**src/rtl/hash_msg_pkg.sv**
```systemverilog
// Shared types and constants for the hash message buffer: padding FSM states,
// message-length field geometry and the padding marker word.
package hash_msg_pkg;

   typedef enum logic [2:0] {
      PAD_IDLE,
      PAD_ONE,
      PAD_ZERO,
      PAD_LEN,
      PAD_DONE
   } pad_state_t;

   localparam int LEN_BITS = 64;

   function automatic int len_words(input int word_w);
      return LEN_BITS / word_w;
   endfunction

   // Marker word with only the MSB of a word_w-bit word set; callers truncate to word_w.
   function automatic logic [LEN_BITS-1:0] pad_marker(input int word_w);
      return 64'd1 << (word_w - 1);
   endfunction

endpackage

```
**src/rtl/hash_msg_ram.sv**
```systemverilog
// Circular word store with one write port, an asynchronous read port and
// free-running wrap-around pointers. Callers pass already-qualified strobes.
module hash_msg_ram
   import hash_msg_pkg::*;
#(
   parameter int WORD_W = 32,
   parameter int DEPTH  = 64
) (
   input  logic              i_clk,
   input  logic              i_rst,
   input  logic              i_clr,
   input  logic              i_wr_en,
   input  logic [WORD_W-1:0] i_wr_data,
   input  logic              i_rd_en,
   output logic [WORD_W-1:0] o_rd_data
);

   localparam int AW = $clog2(DEPTH);

   logic [WORD_W-1:0] r_mem [DEPTH];
   logic [AW-1:0]     r_wr_ptr;
   logic [AW-1:0]     r_rd_ptr;

   always_ff @(posedge i_clk or posedge i_rst) begin
      if (i_rst) begin
         r_wr_ptr <= '0;
         r_rd_ptr <= '0;
      end else if (i_clr) begin
         r_wr_ptr <= '0;
         r_rd_ptr <= '0;
      end else begin
         if (i_wr_en) r_wr_ptr <= r_wr_ptr + 1'b1;
         if (i_rd_en) r_rd_ptr <= r_rd_ptr + 1'b1;
      end
   end

   // Storage carries no reset so it maps onto plain RAM.
   always_ff @(posedge i_clk) begin
      if (i_wr_en) r_mem[r_wr_ptr] <= i_wr_data;
   end

   assign o_rd_data = r_mem[r_rd_ptr];

endmodule

```
**src/rtl/hash_msg_fifo.sv**
```systemverilog
// Block-granular message buffer in front of a hash core: stores bus words,
// releases only complete blocks and optionally appends SHA-256 style padding.
module hash_msg_fifo
   import hash_msg_pkg::*;
#(
   parameter int WORD_W    = 32,
   parameter int BLK_WORDS = 16,
   parameter int DEPTH     = 64,
   parameter int PAD_EN    = 1
) (
   input  logic                     clk_100mhz,
   input  logic                     rst_i,
   input  logic                     clr_i,
   input  logic                     wr_en_i,
   input  logic [WORD_W-1:0]        wr_data_i,
   input  logic                     fin_i,
   output logic                     full_o,
   output logic                     err_o,
   output logic [$clog2(DEPTH):0]   fill_o,
   output logic                     blk_avail_o,
   output logic                     rd_valid_o,
   input  logic                     rd_ready_i,
   output logic [WORD_W-1:0]        rd_data_o,
   output logic                     rd_last_o,
   output logic [LEN_BITS-1:0]      msg_bits_o,
   output logic                     pad_busy_o,
   output logic                     pad_done_o
);

   localparam int FW        = $clog2(DEPTH) + 1;
   localparam int PW        = (BLK_WORDS > 1) ? $clog2(BLK_WORDS) : 1;
   localparam int LEN_WORDS = len_words(WORD_W);
   localparam int LW        = (LEN_WORDS > 1) ? $clog2(LEN_WORDS) : 1;
   localparam logic [PW-1:0]     POS_LAST = PW'(BLK_WORDS - 1);
   localparam logic [LW-1:0]     LEN_LAST = LW'(LEN_WORDS - 1);
   localparam logic [WORD_W-1:0] MARKER   = WORD_W'(pad_marker(WORD_W));

   pad_state_t          r_state, w_state_nxt;
   logic [FW-1:0]       r_fill, r_blk_cnt;
   logic [PW-1:0]       r_wr_pos, r_rd_pos;
   logic [LEN_BITS-1:0] r_msg_bits, r_len;
   logic [LW-1:0]       r_len_idx;
   logic                r_err;

   logic                w_full, w_pad_wr, w_data_req, w_wr_fire, w_data_fire, w_drop;
   logic                w_rd_valid, w_rd_fire, w_pos_wrap, w_rd_last, w_fin_take, w_len_slot;
   logic [WORD_W-1:0]   w_wr_word, w_len_word, w_ram_data;

   assign w_full      = (r_fill == FW'(DEPTH));
   assign w_pad_wr    = (r_state == PAD_ONE) || (r_state == PAD_ZERO) || (r_state == PAD_LEN);
   assign w_data_req  = wr_en_i && (r_state == PAD_IDLE);
   assign w_wr_fire   = (w_data_req || w_pad_wr) && !w_full && !clr_i;
   assign w_data_fire = w_data_req && w_wr_fire;
   assign w_drop      = wr_en_i && !clr_i && ((r_state != PAD_IDLE) || w_full);
   assign w_rd_valid  = (r_blk_cnt != '0);
   assign w_rd_fire   = w_rd_valid && rd_ready_i && !clr_i;
   assign w_pos_wrap  = (r_wr_pos == POS_LAST);
   assign w_rd_last   = (r_rd_pos == POS_LAST);
   assign w_fin_take  = (PAD_EN != 0) && fin_i && (r_state == PAD_IDLE) && !clr_i;
   // True when the word now being written is the last one before the length field.
   assign w_len_slot  = (int'(r_wr_pos) + 1 == BLK_WORDS - LEN_WORDS);
   assign w_len_word  = WORD_W'(r_len >> (WORD_W * (LEN_WORDS - 1 - int'(r_len_idx))));

   always_comb begin
      w_state_nxt = r_state;
      w_wr_word   = wr_data_i;
      unique case (r_state)
         PAD_IDLE: if (w_fin_take) w_state_nxt = PAD_ONE;
         PAD_ONE: begin
            w_wr_word = MARKER;
            if (w_wr_fire) w_state_nxt = w_len_slot ? PAD_LEN : PAD_ZERO;
         end
         PAD_ZERO: begin
            w_wr_word = '0;
            if (w_wr_fire && w_len_slot) w_state_nxt = PAD_LEN;
         end
         PAD_LEN: begin
            w_wr_word = w_len_word;
            if (w_wr_fire && (r_len_idx == LEN_LAST)) w_state_nxt = PAD_DONE;
         end
         PAD_DONE: w_state_nxt = PAD_IDLE;
         default:  w_state_nxt = PAD_IDLE;
      endcase
   end

   always_ff @(posedge clk_100mhz or posedge rst_i) begin
      if (rst_i) begin
         r_state    <= PAD_IDLE;
         r_fill     <= '0;
         r_blk_cnt  <= '0;
         r_wr_pos   <= '0;
         r_rd_pos   <= '0;
         r_msg_bits <= '0;
         r_len      <= '0;
         r_len_idx  <= '0;
         r_err      <= 1'b0;
      end else if (clr_i) begin
         r_state    <= PAD_IDLE;
         r_fill     <= '0;
         r_blk_cnt  <= '0;
         r_wr_pos   <= '0;
         r_rd_pos   <= '0;
         r_msg_bits <= '0;
         r_len      <= '0;
         r_len_idx  <= '0;
         r_err      <= 1'b0;
      end else begin
         r_state <= w_state_nxt;
         r_fill  <= r_fill + FW'(w_wr_fire) - FW'(w_rd_fire);
         if (w_wr_fire) r_wr_pos <= w_pos_wrap ? '0 : r_wr_pos + 1'b1;
         if (w_rd_fire) r_rd_pos <= w_rd_last ? '0 : r_rd_pos + 1'b1;
         // Completing and draining a block in the same cycle cancel out.
         unique case ({w_wr_fire && w_pos_wrap, w_rd_fire && w_rd_last})
            2'b10:   r_blk_cnt <= r_blk_cnt + 1'b1;
            2'b01:   r_blk_cnt <= r_blk_cnt - 1'b1;
            default: r_blk_cnt <= r_blk_cnt;
         endcase
         if (w_drop) r_err <= 1'b1;
         if (r_state == PAD_DONE) r_msg_bits <= '0;
         else if (w_data_fire)    r_msg_bits <= r_msg_bits + LEN_BITS'(WORD_W);
         // A data word accepted alongside fin_i belongs to the message length.
         if (w_fin_take) begin
            r_len     <= r_msg_bits + (w_data_fire ? LEN_BITS'(WORD_W) : '0);
            r_len_idx <= '0;
         end else if ((r_state == PAD_LEN) && w_wr_fire) begin
            r_len_idx <= r_len_idx + 1'b1;
         end
      end
   end

   hash_msg_ram #(
      .WORD_W (WORD_W),
      .DEPTH  (DEPTH)
   ) u_ram (
      .i_clk     (clk_100mhz),
      .i_rst     (rst_i),
      .i_clr     (clr_i),
      .i_wr_en   (w_wr_fire),
      .i_wr_data (w_wr_word),
      .i_rd_en   (w_rd_fire),
      .o_rd_data (w_ram_data)
   );

   assign full_o      = w_full;
   assign err_o       = r_err;
   assign fill_o      = r_fill;
   assign blk_avail_o = w_rd_valid;
   assign rd_valid_o  = w_rd_valid;
   assign rd_data_o   = w_rd_valid ? w_ram_data : '0;
   assign rd_last_o   = w_rd_valid && w_rd_last;
   assign msg_bits_o  = r_msg_bits;
   assign pad_busy_o  = w_pad_wr;
   assign pad_done_o  = (r_state == PAD_DONE);

endmodule

```
**config.mk**
```make
export PLATFORM = sky130hd
export DESIGN_NAME = hash_msg_fifo
export DESIGN_NICKNAME = d
export VERILOG_FILES = /design/src/rtl/hash_msg_pkg.sv /design/src/rtl/hash_msg_ram.sv /design/src/rtl/hash_msg_fifo.sv
export SDC_FILE = /design/constraint.sdc
export NUM_CORES = 2
export LEC_CHECK = 0
export BUFFER_PORTS_ARGS = -buffer_cell sky130_fd_sc_hd__buf_2
export CAP_MARGIN = 20
export CORE_ASPECT_RATIO = 1.4
export CORE_MARGIN = 5
export CORE_UTILIZATION = 67
export CTS_CLUSTER_SIZE = 24
export DETAILED_ROUTE_END_ITERATION = 8
export PLACE_DENSITY = 0.91
export SYNTH_ARGS = -nofsm -noshare
export SYNTH_HDL_FRONTEND = slang
export SYNTH_SLANG_ARGS = --single-unit
```
**constraint.sdc**
```tcl
create_clock -name clk_100mhz -period 13.2 [get_ports clk_100mhz]
set_input_delay 2.64 -clock clk_100mhz [delete_from_list [all_inputs] [get_ports clk_100mhz]]
set_output_delay 2.64 -clock clk_100mhz [all_outputs]
set_load 0.02 [all_outputs]
```
==> flow_summary.json <==
{
  "outcome": "complete, no violations",
  "crit_cells": 9,
  "path_buf_inv": 3,
  "die_x_microns": 315.1,
  "critPathLaunch": "u_ram.r_rd_ptr[0]",
  "placementRows": 156,
  "reg2reg_from": "r_state[0]",
  "crit_path_frequent_cell": "buf_12",
  "crit_family": "buffers and inverters",
  "worstSetupPathType": "reg2out",
  "h-tree-depth": 4,
  "die_h_microns": 437.1,
  "rrSetupSlack_ps": 7940,
  "cts_setup_buffers": 0,
  "cts_resized": 0,
  "holdWs_ps": 488.6,
  "portBuffers": 142,
  "area_growth_pct": 11.30,
  "synth_top_cell_by_area": "edfxtp_1",
  "required_ps": 10560,
  "avgSynthCellArea_sq_um": 20.66,
  "p_total_mw": 14.69,
  "cp_cell_sequence": "buf_12 -> buf_12 -> mux4_2 -> nor2b_1 -> a211oi_1 -> a21oi_1 -> a22oi_1 -> nand2_1 -> buf_2",
  "max_stage_delay_ps": 980,
  "first_pass_iters": 9,
  "synth_top_area_share_pct": 70.44,
  "clock_path_buffers": 3,
  "ys.flop_type": "edfxtp_1",
  "cts.sinks": 2206,
  "hold_viol": 0,
  "layout-drive-gt1-share_pct": 28.16,
  "async_flop_share_pct": 7.162,
  "finalSetupTns_ps": 0,
  "fmax_mhz": 122.3,
  "worstPathMaxFanout": 117,
  "finalClockSkew_ps": 35.00,
  "coreArea_sq_mm": 0.1294,
  "grt_pass1_vias": 51468,
  "grt_pass1_wl_mm": 395.0,
  "power.density_mw_per_mm2": 151.2,
  "fin_crit_ps": 8176,
  "cp-start-kind": "flip-flop",
  "wl_mm": 295.7,
  "dieArea_sq_mm": 0.1377,
  "grt_setup_unrepaired": "false",
  "routedWlPerCell_microns": 46.64,
  "fin_nets": 4499,
  "gp_congestion": 0.9486,
  "layout.cells.most_common": "edfxtp_1",
  "layout_common_cells": "2048 x edfxtp_1, 608 x mux4_2, 198 x nand2_1, 190 x clkbuf_16, 154 x dfrtp_1",
  "slew_headroom_pct": 17.76,
  "grt-ovfl-total": 0,
  "worstPathArrival_ps": 5540,
  "hold_path_class": "reg2reg",
  "cpMaxStageDelayCell": "dfrtp_4",
  "drt_drc_violations_left": 0,
  "ant_nets": 0,
  "synth-seq-cells": 2206,
  "worst_ir_drop_vdd_mv": 0.1528,
  "ys_seq_area_share_pct": 74.96,
  "synthDistinctLibCells": 68,
  "antenna_found_initial": 13,
  "grt_max_degree": 133,
  "reg2reg_depth": 7,
  "crit_end": "rd_data_o[15]",
  "ctsRootBufferMaster": "clkbuf_16",
  "io_pins": 148,
  "synth_area_leaders": "edfxtp_1 70%, mux4_2 16%, dfrtp_1 4.5%, nand2_1 0.86%, nor2_1 0.74%",
  "clk_latency_ps": 850,
  "postCtsHoldBufs": 0,
  "maxSlewViolCount": 0,
  "cts.clk_slew.worst_paths_ps": 70,
  "post-route-util_pct": 75.09,
  "synth-edff-count": 2048,
  "crit-reg2reg-capture": "u_ram.r_mem[20][10]",
  "end_kind": "primary output",
  "numCtsBuffers": 184,
  "dpl.hpwl_mm": 145.2,
  "dp.cells": 5987,
  "instances_no_fill": 6340,
  "track_usage_pct": 41.52,
  "initial_utilization_pct": 67.47,
  "cts_tree": "done",
  "ys_warn_count": 0,
  "power_leakage_nw": 30.26,
  "drtIter0Drc": 11570,
  "setup_viol": 0,
  "netlist_area_sq_mm": 0.08731,
  "via_count": 52577,
  "finalCritPeriodShare_pct": 61.94,
  "tightest_slew_ps": 1229,
  "via_per_inst": 8.293,
  "max_cap_violations": 0,
  "synthCells": 4227
}
area by class of cell:
type / instances / area, sq um
Timing Repair Buffer: 271 / 1795
Antenna cell: 10 / 25.02
Inverter: 25 / 101.3
Fill cell: 6092 / 32230
Clock inverter: 103 / 1137
Tap cell: 1738 / 2175
Multi-Input combinational cell: 1753 / 21460
Clock buffer: 234 / 5010
Sequential cell: 2206 / 65470
cells in the mapped netlist (8+ instances only):
library cell	count
edfxtp_1	2048
mux4_2	608
nand2_1	199
nor2_1	171
dfrtp_1	158
clkbuf_1	113
o21ai_0	110
buf_2	81
a22oi_1	70
a21oi_1	68
mux2i_1	62
xnor2_1	57
xor2_1	56
nand4_1	45
nand3_1	40
nor3_1	37
nor2b_1	31
a211oi_1	24
buf_4	24
inv_1	23
or3_1	20
ha_1	19
buf_1	16
o21ai_1	15
buf_6	12
and3_1	10
and4_1	9
nor4_1	9
and2_1	8
or2_2	8
worst register-to-register path: stages (launching register included):
cell	delay [ps]
dfrtp_1	670
or3_1	210
o211a_1	610
inv_4	210
nor2_1	480
nand3b_1	840
nor2_4	1120
buf_4	670
worst min path at each step:
| stage | startpoint | endpoint | slack (ps) | depth (start not counted) |
|---|---|---|---|---|
| 5_1_grt | r_len[43] | r_len[43] | 540 | 2 |
| 3_5_place_dp | r_len[31] | r_len[31] | 470 | 2 |
| 4_1_cts | r_len[43] | r_len[43] | 490 | 2 |
| 2_1_floorplan | r_len[4] | r_len[4] | 440 | 1 |
| 6_report | r_len[43] | r_len[43] | 490 | 2 |
| 3_3_place_gp | r_len[29] | r_len[29] | 460 | 2 |
cells by family (layout without fill, tap and decap cells):
group | Yosys count | in the layout | synth area share, %
flip-flops | 2206 | 2206 | 74.96
AND/OR/NAND/NOR | 628 | 628 | 3.527
AO/OA/AOI/OAI | 317 | 317 | 2.185
multiplexers | 670 | 670 | 16.39
XOR/XNOR | 113 | 113 | 1.134
other | 1 | 15 | 0.004295
adder cells (fa/ha/maj) | 20 | 20 | 0.2952
buffers and inverters | 272 | 633 | 1.496
routing by layer:
layer  part of all wire, %  wire length, microns  GRT usage, %
met5                 0.057                   169             0
met4                    11                 31420         29.37
met3                    16                 48100         13.95
met2                    45                134100         62.70
met1                    28                 81850         51.16
registers in the layout, summed over array words and instances, names as in the netlist:
signal	count
u_ram.r_wr_ptr	6
r_len	60
r_len_idx	1
r_wr_pos	4
r_rd_pos	4
u_ram.r_mem	2048
fill_o	7
r_blk_cnt	7
r_state	3
err_o	1
msg_bits_o	59
u_ram.r_rd_ptr	6
power breakdown:
group | switching [mW] | internal [mW] | total (mW)
logic | 0.651 | 0.160 | 0.812
clock network | 2.71 | 3.15 | 5.85
registers | 0.0555 | 7.97 | 8.02
through the flow:
step,setup WS (ps),cell area [sq um]
after floorplan,6297,87330
after global placement,6053,90930
after detailed placement,6004,90930
after CTS,5017,97080
after global routing,4648,97150
final,5024,97170
Note: power is estimated with default switching activity, not from simulation.
